==> src/rtl/exibidor_soma.sv <==
`default_nettype none
// ============================================================================
//  Module      : exibidor_soma
//  Description : Captures each new result of the summation state machine,
//                converts the signed 6-bit sum to sign + two BCD digits with
//                an iterative double-dabble engine and drives three 7-segment
//                displays (sign, tens, units). One result can be held pending
//                while a conversion is in progress.
//  Revision    : 1.0 - initial release
// ============================================================================
module exibidor_soma #(
  parameter bit ATIVO_BAIXO = 1'b1
) (
  input  logic       clk,
  input  logic       reset,
  input  logic       pronto,
  input  logic [5:0] soma,
  input  logic       overflow,
  output logic [6:0] hex_sinal,
  output logic [6:0] hex1,
  output logic [6:0] hex0,
  output logic [3:0] dezenas,
  output logic [3:0] unidades,
  output logic       ocupado,
  output logic       valido
);

  typedef enum logic [1:0] {
    OCIOSO   = 2'd0,
    CONVERTE = 2'd1,
    ATUALIZA = 2'd2
  } estado_t;

  // Active-high segment codes, gfedcba with bit0 = a
  localparam logic [6:0] c_traco   = 7'b1000000;
  localparam logic [6:0] c_branco  = 7'b0000000;
  localparam logic [6:0] c_mascara = ATIVO_BAIXO ? 7'b1111111 : 7'b0000000;

  estado_t     r_estado;
  estado_t     w_prox;
  logic        r_pronto_d;
  logic        r_pendente;
  logic [5:0]  r_hold_soma;
  logic        r_hold_ovf;
  logic [5:0]  r_mag;
  logic [3:0]  r_dez;
  logic [3:0]  r_uni;
  logic [2:0]  r_cont;
  logic        r_sinal;
  logic        r_ovf;

  logic        w_borda;
  logic        w_carrega;
  logic [5:0]  w_src_soma;
  logic        w_src_ovf;
  logic [5:0]  w_src_mag;
  logic [3:0]  w_dez_aj;
  logic [3:0]  w_uni_aj;
  logic [13:0] w_desloc;
  logic [6:0]  w_seg_sinal;
  logic [6:0]  w_seg_dez;
  logic [6:0]  w_seg_uni;

  function automatic logic [6:0] seg7(input logic [3:0] digito);
    case (digito)
      4'd0:    seg7 = 7'b0111111;
      4'd1:    seg7 = 7'b0000110;
      4'd2:    seg7 = 7'b1011011;
      4'd3:    seg7 = 7'b1001111;
      4'd4:    seg7 = 7'b1100110;
      4'd5:    seg7 = 7'b1101101;
      4'd6:    seg7 = 7'b1111101;
      4'd7:    seg7 = 7'b0000111;
      4'd8:    seg7 = 7'b1111111;
      4'd9:    seg7 = 7'b1101111;
      default: seg7 = 7'b0000000;
    endcase
  endfunction

  // A new result is a rising edge of pronto; reset value 1 masks power-up pronto
  assign w_borda   = pronto & ~r_pronto_d;
  assign w_carrega = (r_estado == OCIOSO) && (r_pendente || w_borda);

  // Pending result has priority over a direct capture from the inputs
  assign w_src_soma = r_pendente ? r_hold_soma : soma;
  assign w_src_ovf  = r_pendente ? r_hold_ovf  : overflow;
  assign w_src_mag  = w_src_soma[5] ? (~w_src_soma + 6'd1) : w_src_soma;

  // Double-dabble step: correct nibbles >= 5, then shift left by one
  assign w_dez_aj = (r_dez >= 4'd5) ? r_dez + 4'd3 : r_dez;
  assign w_uni_aj = (r_uni >= 4'd5) ? r_uni + 4'd3 : r_uni;
  assign w_desloc = {w_dez_aj, w_uni_aj, r_mag} << 1;

  // Overflow overrides every display with a dash
  assign w_seg_sinal = (r_ovf || r_sinal) ? c_traco : c_branco;
  assign w_seg_dez   = r_ovf ? c_traco : ((r_dez == 4'd0) ? c_branco : seg7(r_dez));
  assign w_seg_uni   = r_ovf ? c_traco : seg7(r_uni);

  assign ocupado = (r_estado != OCIOSO);

  // State register
  always_ff @(posedge clk) begin
    if (reset) r_estado <= OCIOSO;
    else       r_estado <= w_prox;
  end

  // Next-state logic
  always_comb begin
    w_prox = r_estado;
    case (r_estado)
      OCIOSO:   if (r_pendente || w_borda) w_prox = CONVERTE;
      CONVERTE: if (r_cont == 3'd0)        w_prox = ATUALIZA;
      ATUALIZA: w_prox = OCIOSO;
      default:  w_prox = OCIOSO;
    endcase
  end

  // Edge detector and single-entry hold register; latest edge wins
  always_ff @(posedge clk) begin
    if (reset) begin
      r_pronto_d  <= 1'b1;
      r_pendente  <= 1'b0;
      r_hold_soma <= 6'd0;
      r_hold_ovf  <= 1'b0;
    end else begin
      r_pronto_d <= pronto;
      if (w_borda && ((r_estado != OCIOSO) || r_pendente)) begin
        r_hold_soma <= soma;
        r_hold_ovf  <= overflow;
        r_pendente  <= 1'b1;
      end else if (w_carrega) begin
        r_pendente <= 1'b0;
      end
    end
  end

  // Conversion engine: load on capture, six shift-add-3 steps while converting
  always_ff @(posedge clk) begin
    if (reset) begin
      r_mag   <= 6'd0;
      r_dez   <= 4'd0;
      r_uni   <= 4'd0;
      r_cont  <= 3'd0;
      r_sinal <= 1'b0;
      r_ovf   <= 1'b0;
    end else if (w_carrega) begin
      r_mag   <= w_src_mag;
      r_dez   <= 4'd0;
      r_uni   <= 4'd0;
      r_cont  <= 3'd5;
      r_sinal <= w_src_soma[5];
      r_ovf   <= w_src_ovf;
    end else if (r_estado == CONVERTE) begin
      r_dez  <= w_desloc[13:10];
      r_uni  <= w_desloc[9:6];
      r_mag  <= w_desloc[5:0];
      r_cont <= r_cont - 3'd1;
    end
  end

  // Output registers updated once per finished conversion
  always_ff @(posedge clk) begin
    if (reset) begin
      hex_sinal <= c_branco ^ c_mascara;
      hex1      <= c_branco ^ c_mascara;
      hex0      <= c_branco ^ c_mascara;
      dezenas   <= 4'd0;
      unidades  <= 4'd0;
      valido    <= 1'b0;
    end else begin
      valido <= (r_estado == ATUALIZA);
      if (r_estado == ATUALIZA) begin
        hex_sinal <= w_seg_sinal ^ c_mascara;
        hex1      <= w_seg_dez   ^ c_mascara;
        hex0      <= w_seg_uni   ^ c_mascara;
        dezenas   <= r_dez;
        unidades  <= r_uni;
      end
    end
  end

endmodule
`default_nettype wire

==> config.mk <==
export PLATFORM = sky130hd
export DESIGN_NAME = exibidor_soma
export DESIGN_NICKNAME = d
export VERILOG_FILES = /design/src/rtl/exibidor_soma.sv
export SDC_FILE = /design/constraint.sdc
export NUM_CORES = 1
export LEC_CHECK = 0
export ABC_AREA = 1
export ABC_CLOCK_PERIOD_IN_PS = 2600
export CAP_MARGIN = 10
export CORE_ASPECT_RATIO = 0.75
export CORE_MARGIN = 1
export CORE_UTILIZATION = 58
export CTS_BUF_LIST = sky130_fd_sc_hd__clkbuf_4
export DETAILED_ROUTE_END_ITERATION = 6
export GPL_TIMING_DRIVEN = 0
export PLACE_DENSITY = 0.82
export SLEW_MARGIN = 5
export SYNTH_ARGS = -nofsm -noshare
export SYNTH_HDL_FRONTEND = slang
export SYNTH_SLANG_ARGS = --single-unit
==> constraint.sdc <==
create_clock -name clk -period 2.6 [get_ports clk]
set_clock_uncertainty 0.05 [all_clocks]
set_input_delay 0.65 -clock clk [delete_from_list [all_inputs] [get_ports clk]]
set_output_delay 0.65 -clock clk [all_outputs]
set_load 0.02 [all_outputs]
Word-level counts from Yosys, hierarchy flattened
Memory sizes are Yosys's and may differ from the RTL's. A register that Yosys moved wholly into a read port is not among the register bits.
Cells that the tools add are included.
{"block": "totals", "ff_bits": 60, "mem_bits_ro": 224, "input_bits": 10, "n_memories": 2, "wordCells": 71, "output_inout_bits": 31}
{"block": "classes", "eq_ne": 4, "n_reduce_logical": 13, "n_addsub": 4, "mux": 22, "n_bitwise": 6, "n_lt_le_gt_ge": 2}
{"memory": "(no name shown)", "depth": 16, "word_bits": 7, "rd": 1, "rd_clocked_by_memory_dff": 1, "wr": 0, "line": "65", "rtl": "case (digito)"}
{"memory": "(no name shown)", "depth": 16, "word_bits": 7, "rd": 1, "rd_clocked_by_memory_dff": 1, "wr": 0, "line": "65"}
{"op": "$mux 7", "count": 4}
{"op": "$mux 6", "count": 4}
{"op": "$not 7->7", "count": 3}
{"op": "$mux 4", "count": 5}
{"op": "$mux 3", "count": 3}
{"op": "$ge 4x3->1 const B", "count": 2}
{"op": "$add 6x1->6 const B", "count": 1}
{"op": "$not 6->6", "count": 1}
{"op": "$reduce_bool 2->1", "count": 3}
{"op": "$add 4x2->4 const B", "count": 1}
{"op": "$logic_not 4->1", "count": 1}
{"op": "$mux 2", "count": 2}
{"op": "$pmux 2 s2", "count": 1}
{"op": "$add 3x2->3 const B", "count": 1}
{"op": "$logic_not 3->1", "count": 1}
{"op": "$logic_or 1x1->1", "count": 3}
{"op": "$mux 1", "count": 3}
{"op": "$sub 3x1->3 const B", "count": 1}
{"op": "$eq 2x1->1 const B", "count": 1}
{"op": "$eq 2x2->1 const B", "count": 1}
{"op": "$logic_and 1x1->1", "count": 2}
{"op": "$logic_not 2->1", "count": 1}
{"op": "$ne 2x1->1 const B", "count": 1}
{"op": "$ne 2x2->1 const B", "count": 1}
{"op": "4 further kinds", "count": 4}

Longest topological paths before layout
{"block": "depth", "depth_word": 6, "mapped_depth": 16, "mapped_depth_nobuf": 16}

Worst setup path before layout
Ideal clock, no wire load.
{"block": "synth_timing", "path_type": "input -> register", "from": "in reset", "to": "reg with a tool-made name", "setup_slack_ns": 0.457, "arrival_ns": 1.976, "t_required_ns": 2.433, "setup_ns": 0.117, "path_stages": 10, "path_cell_list": "clkbuf_1 -> nor2_8 -> buf_6 -> nand2_1 -> inv_1 -> ha_1 -> inv_1 -> nand4_1 -> nand2_1 -> nand2_1"}
{"element": "start: declaration", "line": "15", "rtl": "input logic reset,"}

==> reports/results.md <==
* critical path class: input pin to flip-flop
* number of instances resized during post-cts repair: 0
* number of buffers inserted by port buffering: 34
* cts-stage hold buffer count: 0
* GRT Resource Usage Total: 27.0%
* global-route wire length before repair: 12.1 mm
* achievable clock frequency: 0.412 GHz
* latest clock arrival within the worst-skew pair: 0.43 ns
* proportion of layout cells with a drive suffix above 1: 13.5%
* via count of the first global-routing pass: 2724
* RSZ-0062 raised after global routing: no
* maximum ir drop on the vdd rail: 395 µV
* Routability Congestion: 0.873
* die extent in x: 89.7 µm
* largest net degree at the start of global routing: 13
* count of antenna diodes in the layout: 0
* detailed-route via count: 3022
* final routed wirelength across all metal layers: 7.54 mm
* number of cells produced by synthesis: 448
* most common cell after layout, fill and taps aside: sky130_fd_sc_hd__nand2_1
* DRT antenna net count: 0
* post-DP HPWL: 5.52 mm
* total number of nets in the final design: 527
* Worst setup EP type: flip-flop
* Syn Std Cell Area: 3340 µm²
* placeable core region: 5440 µm²
* CTS root buf: sky130_fd_sc_hd__clkbuf_4
* final count of pins violating max slew: 0
* number of buffers added for setup after CTS: 0
* Tot Pwr: 2.23 mW
* Reg2Reg Launch Point: r_dez[0]
* htree depth: 3
* Worst Setup Start Kind: input pin
* post-synthesis to final-layout area growth: 19.1%
* required time worst endpoint: 2.93 ns
* commonest cells after routing, fill and taps aside: 114 x sky130_fd_sc_hd__nand2_1, 68 x sky130_fd_sc_hd__dfxtp_1, 57 x sky130_fd_sc_hd__inv_1
* worst slack at placement: -0.380 ns
* number of clock sinks: 68
* DRT Pass-1 Iters: 5
* Crit Path Max Fanout: 10
* number of distinct library cells after synthesis: 34
* Max Cap Violations: 0
* worst hold slack: 0.368 ns
* final setup slack of the worst path: 0.174 ns
* Die Outline Area: 6070 µm²
* leftover overflow at the end of global routing: 0
* total number of yosys warnings: 0
* arrival time at the worst endpoint: 2.75 ns
* post-synthesis sequential area ratio: 40.7%
* starting density of the core: 61.4%
* Bufs on Longest Clock Path: 2
* post-route core utilization: 73.2%
* number of failing hold endpoints at the final stage: 0
* number of DRC violations after detailed routing: 0
* register clock-pin slew on the reported worst setup and hold paths: 0.12 ns
* static leakage power: 1.93 nW
* post-layout minimum cycle time: 2.43 ns
* initial antenna violation count: 0
* final setup vio count: 0
* result of the run: complete, no violations
* launch point of the worst path: pronto
* Yosys reg bits: 68
* Die Y: 67.7 µm
* clock tree from TritonCTS: built
* routed length per instance: 13.0 µm
* via density per instance: 5.23
* num rows: 23
* TritonCTS buffer count: 9
* per-instance average area after synthesis: 7.46 µm²
* power per standard cell area: 559 nW/µm²
* violation count after the first detailed-routing iteration: 190
* Hold WC Path Type: flip-flop to flip-flop
* boundary pin count: 41
* period utilisation layout: 93.3%
[metal layers]
metal / part of all wire [%] / vias up / wire length (µm) / track usage (%)
met1: 44 / 1392 / 3330 / 33.1
met4: 1.0 / 0 / 75 / 8.73
li1: - / 1522 / - / -
met5: 0 / - / 0 / 0
met3: 6.9 / 7 / 523 / 10.0
met2: 48 / 101 / 3610 / 44.1
[kinds of logic after synthesis]
| kind of cell | after synthesis | share of synthesized area [%] |
|---|---|---|
| AOI/OAI and AO/OA | 85 | 13.6 |
| adders and majority gates | 19 | 7.11 |
| buffers and inverters | 87 | 11.7 |
| DFF | 68 | 40.7 |
| other | 1 | 0.112 |
| and+or+nand+nor | 188 | 26.7 |
[Yosys cell counts, drive strengths merged]
master	count	share of area, %
or2	7	1.3
a22oi	1	0.22
a31oi	1	0.19
o21ai	33	4.9
nor2	27	4.8
nor4	1	0.19
ha	19	7.1
nand3	24	4.8
inv	66	7.6
buf	15	3.3
o22ai	6	1.1
dfxtp	68	41
o21a	1	0.22
conb	1	0.11
nand2	119	14
a21oi	42	6.6
nor3	2	0.30
nand4	8	1.5
a22o	1	0.26
clkbuf	5	0.56
clkinv	1	0.26
[power breakdown]
group          internal [mW]  switching (mW)
Clock                  0.483           0.384
Sequential              1.08          0.0181
Combinational         0.0964           0.164
Total                   1.66           0.566
[critical path, cell delays in order]
cell and delay [ns]:
sky130_fd_sc_hd__clkdlybuf4s50_1 0.46, sky130_fd_sc_hd__nand2_1 0.12, sky130_fd_sc_hd__nand2_2 0.07, sky130_fd_sc_hd__nand2_4 0.08, sky130_fd_sc_hd__buf_4 0.18, sky130_fd_sc_hd__nand3_2 0.09
sky130_fd_sc_hd__a21oi_2 0.27, sky130_fd_sc_hd__inv_1 0.16, sky130_fd_sc_hd__ha_1 0.30, sky130_fd_sc_hd__inv_1 0.06, sky130_fd_sc_hd__nand4_1 0.11, sky130_fd_sc_hd__nand2_1 0.09
sky130_fd_sc_hd__nand2_1 0.05, sky130_fd_sc_hd__nand2_1 0.05
[through the flow]
stage	instance area, µm²	TNS, ns	instances
after detailed placement	3790	-2.82	562
after global routing	3980	0	578
final	3980	0	578
after floorplan	3360	0	453
after CTS	3980	0	578
after global placement	3790	-2.52	562
[area by class of cell]
cell class | count | area, µm²
clock inverter | 7 | 115
buffer | 20 | 133
timing repair buffer | 34 | 340
multi-input combinational | 298 | 1610
sequential | 68 | 1360
fill | 410 | 1460
clock buffer | 9 | 67.6
tap | 75 | 93.8
inverter | 67 | 262
[final timing paths]
check / endpoint / slack [ns] / cells past startpoint
hold / removal: hex0[6] / 0.37 / 1
setup / recovery: flip-flop / 0.17 / 14
setup reg to reg: flip-flop / 0.33 / 14
hold reg to reg: hex0[6] / 0.37 / 1
(Power assumes the default switching activity.)
